### src/rtl/asym_fifo_ctrl.sv
// asym_fifo_ctrl: pointer, flag and enable sequencer that turns a simple-dual-port
// asymmetric BRAM (narrow write port, wide read port) into a width-converting FIFO.
// Occupancy is tracked in narrow-word units; a wide word becomes poppable only
// once all R of its lanes have been written.
// Optional build macro: ASYM_FIFO_CTRL_ERR_FLAGS_EN adds sticky overflow/underflow flags.
module asym_fifo_ctrl #(
   parameter int C_RAM_WR_WIDTH = 16,
   parameter int C_RAM_RD_WIDTH = 32,
   parameter int C_RAM_RD_DEPTH = 1024,
   parameter int C_RD_LATENCY   = 3,
   parameter int C_AFULL_THRESH = C_RAM_RD_DEPTH * (C_RAM_RD_WIDTH / C_RAM_WR_WIDTH) - 4
) (
   input  logic                                                                  clk,
   input  logic                                                                  rst,
   input  logic                                                                  flush,
   input  logic                                                                  push,
   input  logic                                                                  pop,
   output logic                                                                  full,
   output logic                                                                  empty,
   output logic                                                                  almost_full,
   output logic [15:0]                                                           count,
   output logic [$clog2(C_RAM_RD_DEPTH * (C_RAM_RD_WIDTH / C_RAM_WR_WIDTH))-1:0] ram_wrAddr,
   output logic                                                                  ram_wren,
   output logic [$clog2(C_RAM_RD_DEPTH)-1:0]                                     ram_rdAddr,
   output logic                                                                  ram_rden,
   output logic                                                                  ram_rd_mode,
   output logic                                                                  ram_fifo_fwft,
   output logic                                                                  rd_data_vld,
   output logic                                                                  ovf_err,
   output logic                                                                  udf_err,
   input  logic                                                                  err_clr
);

   localparam int R     = C_RAM_RD_WIDTH / C_RAM_WR_WIDTH;
   localparam int LOG2R = $clog2(R);
   localparam int WD    = C_RAM_RD_DEPTH * R;
   localparam int WA    = $clog2(WD);
   localparam int RA    = $clog2(C_RAM_RD_DEPTH);

   localparam logic [WA:0] WD_W    = (WA+1)'(WD);
   localparam logic [WA:0] R_W     = (WA+1)'(R);
   localparam logic [WA:0] AFULL_W = (WA+1)'(C_AFULL_THRESH);

   // Pointers carry one extra MSB so that occ == WD is distinguishable from occ == 0.
   logic [WA:0] wr_ptr_reg, wr_ptr_next;
   logic [RA:0] rd_ptr_reg, rd_ptr_next;
   logic [WA:0] occ_next;
   logic        accepted_push;
   logic        accepted_pop;

   // Requests arriving together with flush are dropped; the flags are from the start of the cycle.
   assign accepted_push = push & ~full & ~flush;
   assign accepted_pop  = pop & ~empty & ~flush;

   // Next-pointer selection: flush clears both, otherwise each advances on its own accept.
   always_comb begin
      wr_ptr_next = wr_ptr_reg;
      rd_ptr_next = rd_ptr_reg;
      if (flush) begin
         wr_ptr_next = '0;
         rd_ptr_next = '0;
      end else begin
         if (accepted_push) wr_ptr_next = wr_ptr_reg + (WA+1)'(1);
         if (accepted_pop)  rd_ptr_next = rd_ptr_reg + (RA+1)'(1);
      end
   end

   // Read pointer scaled to narrow-word units; modular subtraction gives 0..WD.
   assign occ_next = wr_ptr_next - {rd_ptr_next, {LOG2R{1'b0}}};

   // Pointer registers.
   always_ff @(posedge clk or posedge rst) begin
      if (rst) begin
         wr_ptr_reg <= '0;
         rd_ptr_reg <= '0;
      end else begin
         wr_ptr_reg <= wr_ptr_next;
         rd_ptr_reg <= rd_ptr_next;
      end
   end

   // Status flags are registered from the next occupancy so they describe the current state.
   always_ff @(posedge clk or posedge rst) begin
      if (rst) begin
         full        <= 1'b0;
         empty       <= 1'b1;
         almost_full <= 1'b0;
         count       <= '0;
      end else begin
         full        <= (occ_next == WD_W);
         empty       <= (occ_next < R_W);
         almost_full <= (occ_next >= AFULL_W);
         count       <= 16'(occ_next >> LOG2R);
      end
   end

   // The RAM picks the write lane from the low LOG2R address bits.
   assign ram_wren      = accepted_push;
   assign ram_wrAddr    = wr_ptr_reg[WA-1:0];
   assign ram_rdAddr    = rd_ptr_reg[RA-1:0];
   assign ram_rd_mode   = 1'b1;
   assign ram_fifo_fwft = 1'b0;

   generate
      if (C_RD_LATENCY == 0) begin : g_comb_rd
         assign ram_rden    = accepted_pop;
         assign rd_data_vld = accepted_pop;
      end else begin : g_pipe_rd
         logic                    rden_reg;
         logic [C_RD_LATENCY-1:0] vld_sr_reg;

         // Read enable free-runs from the first cycle after reset to keep the RAM pipeline moving.
         always_ff @(posedge clk or posedge rst) begin
            if (rst) rden_reg <= 1'b0;
            else     rden_reg <= 1'b1;
         end

         // Accepted pops travel alongside the RAM read pipeline; flush discards them.
         always_ff @(posedge clk or posedge rst) begin
            if (rst)        vld_sr_reg <= '0;
            else if (flush) vld_sr_reg <= '0;
            else            vld_sr_reg <= {vld_sr_reg[C_RD_LATENCY-2:0], accepted_pop};
         end

         assign ram_rden    = rden_reg;
         assign rd_data_vld = vld_sr_reg[C_RD_LATENCY-1];
      end
   endgenerate

`ifdef ASYM_FIFO_CTRL_ERR_FLAGS_EN
   logic ovf_reg;
   logic udf_reg;

   // Sticky overflow: a new violation takes priority over a clear in the same cycle.
   always_ff @(posedge clk or posedge rst) begin
      if (rst)              ovf_reg <= 1'b0;
      else if (push & full) ovf_reg <= 1'b1;
      else if (err_clr)     ovf_reg <= 1'b0;
   end

   // Sticky underflow with the same set-over-clear priority.
   always_ff @(posedge clk or posedge rst) begin
      if (rst)              udf_reg <= 1'b0;
      else if (pop & empty) udf_reg <= 1'b1;
      else if (err_clr)     udf_reg <= 1'b0;
   end

   assign ovf_err = ovf_reg;
   assign udf_err = udf_reg;
`else
   logic unused_err_clr;
   assign unused_err_clr = err_clr;
   assign ovf_err        = 1'b0;
   assign udf_err        = 1'b0;
`endif

endmodule

### config.mk
export PLATFORM = sky130hd
export DESIGN_NAME = asym_fifo_ctrl
export DESIGN_NICKNAME = d
export VERILOG_FILES = /design/src/rtl/asym_fifo_ctrl.sv
export SDC_FILE = /design/constraint.sdc
export NUM_CORES = 1
export LEC_CHECK = 0
export CAP_MARGIN = 20
export CORE_UTILIZATION = 50
export DETAILED_ROUTE_END_ITERATION = 7
export PLACE_DENSITY = 0.78
export SETUP_SLACK_MARGIN = 0.2
export SYNTH_ARGS = -nofsm -noshare
export SYNTH_HDL_FRONTEND = slang
export SYNTH_SLANG_ARGS = --single-unit
export TNS_END_PERCENT = 100
### constraint.sdc
create_clock -name clk -period 8.2 [get_ports clk]
set_clock_uncertainty 0.15 [all_clocks]
set_input_delay 2.46 -clock clk [delete_from_list [all_inputs] [get_ports clk]]
set_output_delay 2.46 -clock clk [all_outputs]
set_load 0.01 [all_outputs]
## Word level (Yosys, flattened, before mapping)

Index checks and enable logic that the tools add are counted.

- Output and inout port bits: 47
- Bits of input ports: 6
- Register bits: 41
- Logic and storage cells: 26

- Muxes and demuxes: 5
- Equal/unequal tests: 1
- Bitwise operators: 7
- Magnitude comparators: 2
- $add $sub $neg: 3

Operator list:

| operator | count |
|---|---|
| 12-bit 2-to-1 mux | 2 |
| 11-bit 2-to-1 mux | 2 |
| 12-bit by 1-bit adder with 12-bit output, second input constant | 1 |
| 12-bit equality test, second input constant | 1 |
| 12-bit by 11-bit greater-or-equal comparator with 1-bit output, second input constant | 1 |
| 12-bit by 2-bit less-than comparator with 1-bit output, second input constant | 1 |
| 12-bit subtractor | 1 |
| 11-bit by 1-bit adder with 11-bit output, second input constant | 1 |
| 1-bit AND | 4 |
| 3-bit 2-to-1 mux | 1 |
| 1-bit NOT | 3 |

## Depth between registers and ports, before layout

- Word-level depth: 7
- Depth in mapped cells: 14
- Mapped depth without buffers: 14

## Worst setup path after synthesis

OpenSTA, ideal clock, no wires.

- Kind: input port to flip-flop
- Start point: input flush
- End point: register full
- Arrival: 5.587 ns
- Setup slack: 2.383 ns
- Data required time: 7.970 ns
- Path buffers: 0
- Stages on the path: 13
- Library setup time: 0.080 ns
- Cell sequence: nand4b_4 > or3_4 > and2_2 > or2_2 > ha_1 > a21oi_1 > nor2b_1 > o2111a_1 > a211oi_1 > mux2i_1 > o2111ai_1 > or4_4 > nor3b_2

- Longest elaborated chain between the ends: 6
- Elaborated cells between the ends (all ways): 9
- Classes of those cells: add/sub (1); eq/ne (1); mux (4); bitwise (3)

Ends and longest elaborated chain:

| what | line | source |
|---|---|---|
| start: declaration | 15 | `input logic flush,` |
| 1-bit NOT | 52, 53 |  |
| 1-bit AND (on tied branches) | 52, 53 |  |
| 12-bit 2-to-1 mux or 11-bit 2-to-1 mux (tied branches) | 63, 64 |  |
| 12-bit 2-to-1 mux or 11-bit 2-to-1 mux (tied branches) | 59 | `if (flush) begin` |
| 12-bit subtractor * | 69 | `assign occ_next = wr_ptr_next - {rd_ptr_next, {LOG2R{1'b0}}};` |
| via occ_next[8] | 47 | `logic [WA:0] occ_next;` |
| 12-bit equality test * | 90 | `full <= (occ_next == WD_W);` |
| end signal: assignment | 90 |  |
| end: declaration | 18 | `output logic full,` |

The timed path passes the listed nets; every way through them passes the cells marked *.

## Worst setup path after layout

- Start point: input push
- End point: output ram_wren

- Longest elaborated chain between the ends: 2

Ends and longest elaborated chain:

| what | line | source |
|---|---|---|
| start: declaration | 16 | `input logic push,` |
| 1-bit AND (2 in series) | 52 | `assign accepted_push = push & ~full & ~flush;` |
| end: declaration | 23 | `output logic ram_wren,` |

Every way passes these cells.

==> implementation parameters <==
Parameter                              Value

Logic synthesis
  Sequential area share after synthesis ... 0.398
  Top cells by area in the synthesized netlist ... sky130_fd_sc_hd__dfrtp_1 (39%), sky130_fd_sc_hd__buf_4 (8.7%), sky130_fd_sc_hd__ha_1 (5.8%)
  FFs w/ async S/R, synth ... 1.00
  Dominant cell type by area after synthesis ... sky130_fd_sc_hd__dfrtp_1
  Yosys synthesis warning count ... 0
  Avg Cell Area, Syn ... 9.60 um^2
  Area share of the leading cell type in the synthesized netlist ... 0.388
  Number of synthesized flops with an enable pin ... 0
  Post-synthesis sequential element count ... 41
  Post-Synthesis Cells ... 269
  Netlist area before placement ... 0.00258 mm^2
  Count of different cell masters after synthesis ... 49
  Post-synth top flop ... sky130_fd_sc_hd__dfrtp_1

Cells and area
  Final Net Count ... 311
  Most common cell after layout, fill and taps aside ... sky130_fd_sc_hd__clkdlybuf4s50_1
  Area Overhead vs Synth ... 14.9%
  Number of inserted diodes ... 0
  Multi-input gate area ... 0.00126 mm^2
  Util after Layout ... 0.612
  Number of standard cells in the layout, taps in and fillers out ... 360
  Flip-flop count of the largest register, all copies and words added ... 12
  Number of filler cells placed in the layout ... 424
  Share of final-layout standard cells stronger than drive strength 1 ... 0.109
  Area used by sequential logic in the layout ... 0.00103 mm^2
  Top library cells by usage in the layout, fill and taps aside ... sky130_fd_sc_hd__clkdlybuf4s50_1 (42), sky130_fd_sc_hd__dfrtp_1 (40), sky130_fd_sc_hd__nor2_1 (23), sky130_fd_sc_hd__inv_1 (21), sky130_fd_sc_hd__nand2_1 (15)

Setup path
  Startpoint Class ... input port
  Critical Path, Cell by Cell ... clkdlybuf4s50_1, nor2b_1, nor2b_1, clkdlybuf4s50_1
  CP required ... 5.59 ns
  Critical Path Max Stage Delay ... 0.54 ns
  Classification of the worst setup path ... in -> out
  Crit-path slowest cell ... sky130_fd_sc_hd__clkdlybuf4s50_1
  Worst Setup End Kind ... output pin
  Worst-path maximum fanout ... 5
  Critical path data arrival time ... 3.96 ns

STA
  Final number of setup-violating endpoints ... 0
  Actual slew at the worst max-slew pin ... 0.631 ns
  Setup WS post-layout ... 1.63 ns
  Min Tclk post-route ... 6.57 ns
  Max-slew headroom at the worst pin ... 0.577
  Fraction of the cycle the final worst path needs ... 0.801
  Final Hold Viols ... 0
  Final-layout setup total negative slack ... 0 ns
  Setup repair after global routing missed its margin ... no
  Final max-slew violation count ... 0
  Maximum operating frequency ... 0.152 GHz

Route
  Pre-Repair DR Iteration Count ... 4
  DRT antenna net count ... 0
  DR WL met2 ... 2260 um
  Top Layer Used ... met4
  Drt wl/cell ... 13.6 um
  Number of design-rule violations left by the first detailed-router iteration ... 102
  DRT Wirelength ... 4890 um
  Via/cell ratio ... 5.13
  Routed met3 length ... 207 um
  Wire length on met1 ... 2330 um
  Post-route DRC violation count ... 0
  Total vias in the final route ... 1,848

Clock tree
  Clock-pin transition on the worst setup and hold timing paths ... 0.07 ns
  Clock sinks ... 41
  Clock tree buffer depth ... 2
  Clock latency on the worst-skew pair ... 0.30 ns
  Post-CTS setup buffers ... 0
  CTS root buf ... sky130_fd_sc_hd__clkbuf_8
  Count of hold buffers inserted by post-cts repair ... 0
  CTS tree ... yes
  Depth of the CTS H-tree ... 2
  Post-cts sizing count ... 0
  TritonCTS Buffers ... 5

Floorplan
  Total number of placement rows ... 25
  Die extent in x ... 73.9 um
  Core outline area ... 0.00485 mm^2
  Overall die area ... 0.00546 mm^2
  Die Y-Extent ... 73.9 um
  Starting utilization of the core area ... 0.533
  I/O pin total ... 53

Global routing
  Global-route wire length before repair ... 8200 um
  Global-route usage over all layers ... 0.203
  Largest net degree at the start of global routing ... 42
  Total overflow reported by the global router ... 0
  Antenna violations before repair ... 0
  Vias in the first global route ... 1,796

Power and ir drop
  Max VDD drop ... 0.105 mV
  Power Density ... 160 mW/mm^2
  Static Leakage ... 1.39 nW

Hold path
  Class of the tightest hold or removal check ... reg -> reg

Place
  IO buf count ... 42
  DPL Wire Length ... 3630 um
  Number of placed instances with taps included ... 352
  Gp weighted congestion ... 0.767
  Setup WS pre-CTS ... 1.52 ns

Job
  Max-cap check violation count ... 0

Outcome
  Result of the run ... finished clean
## stage by stage
| stage | power, mW | hold WS, ns | area, um^2 |
|---|---|---|---|
| 6_report | 0.474 | 0.330 | 2970 |
| 5_1_grt | 0.495 | 0.371 | 2970 |
| 4_1_cts | 0.478 | 0.339 | 2970 |
| 3_5_place_dp | 0.350 | 0.316 | 2880 |
| 3_3_place_gp | 0.349 | 0.297 | 2880 |
| 2_1_floorplan | 0.303 | 0.289 | 2610 |
## layer usage
| layer | vias up | global-route usage |
|---|---|---|
| met5 | - | 0 |
| met4 | 0 | 0.0897 |
| met3 | 9 | 0.0329 |
| met2 | 48 | 0.336 |
| met1 | 883 | 0.262 |
| li1 | 908 | - |
## path summary, 6_finish.rpt
path / to / slack, ns / cells past startpoint / start
hold / removal: g_pipe_rd.vld_sr_reg[2] / 0.33 / 1 / g_pipe_rd.vld_sr_reg[1]
max in group asynchronous: empty / 5.10 / 3 / rst
setup reg to reg: full / 3.88 / 14 / rd_ptr_reg[0]
min in group asynchronous: wr_ptr_reg[5] / 2.44 / 3 / rst
setup / recovery: ram_wren / 1.63 / 4 / push
hold reg to reg: g_pipe_rd.vld_sr_reg[2] / 0.33 / 1 / g_pipe_rd.vld_sr_reg[1]
## worst max-delay path, delay by kind of cell
kind,cells,cell delay [ns]
buffers and inverters,2,1.00
and+or+nand+nor,2,0.49
## cell type report
| type | count | area share |
|---|---|---|
| repair buffers | 44 | 0.147 |
| well taps | 67 | 0.0283 |
| clock buffers | 6 | 0.0245 |
| multi-input cells | 179 | 0.424 |
| inverters | 21 | 0.0266 |
| clock inverters | 2 | 0.00337 |
| flip-flops and latches | 41 | 0.346 |
## Yosys cell counts, types with 7 or more instances
library cell and instances:
sky130_fd_sc_hd__ha_1 12, sky130_fd_sc_hd__nor2b_1 9, sky130_fd_sc_hd__xor2_1 12, sky130_fd_sc_hd__nand3_1 7, sky130_fd_sc_hd__xnor2_1 13, sky130_fd_sc_hd__nor2_1 23, sky130_fd_sc_hd__a21oi_1 8, sky130_fd_sc_hd__nand2_1 15
sky130_fd_sc_hd__or2_2 12, sky130_fd_sc_hd__o21ai_0 7, sky130_fd_sc_hd__dfrtp_1 40, sky130_fd_sc_hd__buf_4 30, sky130_fd_sc_hd__inv_1 21
## cells by family (layout without fill, tap and decap cells)
family / Yosys count / count (layout) / share of synthesized area
AOI/OAI and AO/OA: 30 / 30 / 0.0891
xor gates and xnor gates: 25 / 25 / 0.0848
adders and majority gates: 13 / 13 / 0.0659
buffers and inverters: 57 / 73 / 0.126
DFF: 41 / 41 / 0.398
muxes: 3 / 3 / 0.0116
other: 2 / 10 / 0.00291
and+or+nand+nor: 98 / 98 / 0.221
## power breakdown
part	internal [mW]	leakage (nW)	switching, mW
sequential	0.221	0.546	0.00833
clock	0.0589	0.0450	0.0678
combinational	0.0591	0.796	0.0590
total	0.339	1.39	0.135
Note: power is estimated with default switching activity, not from simulation.
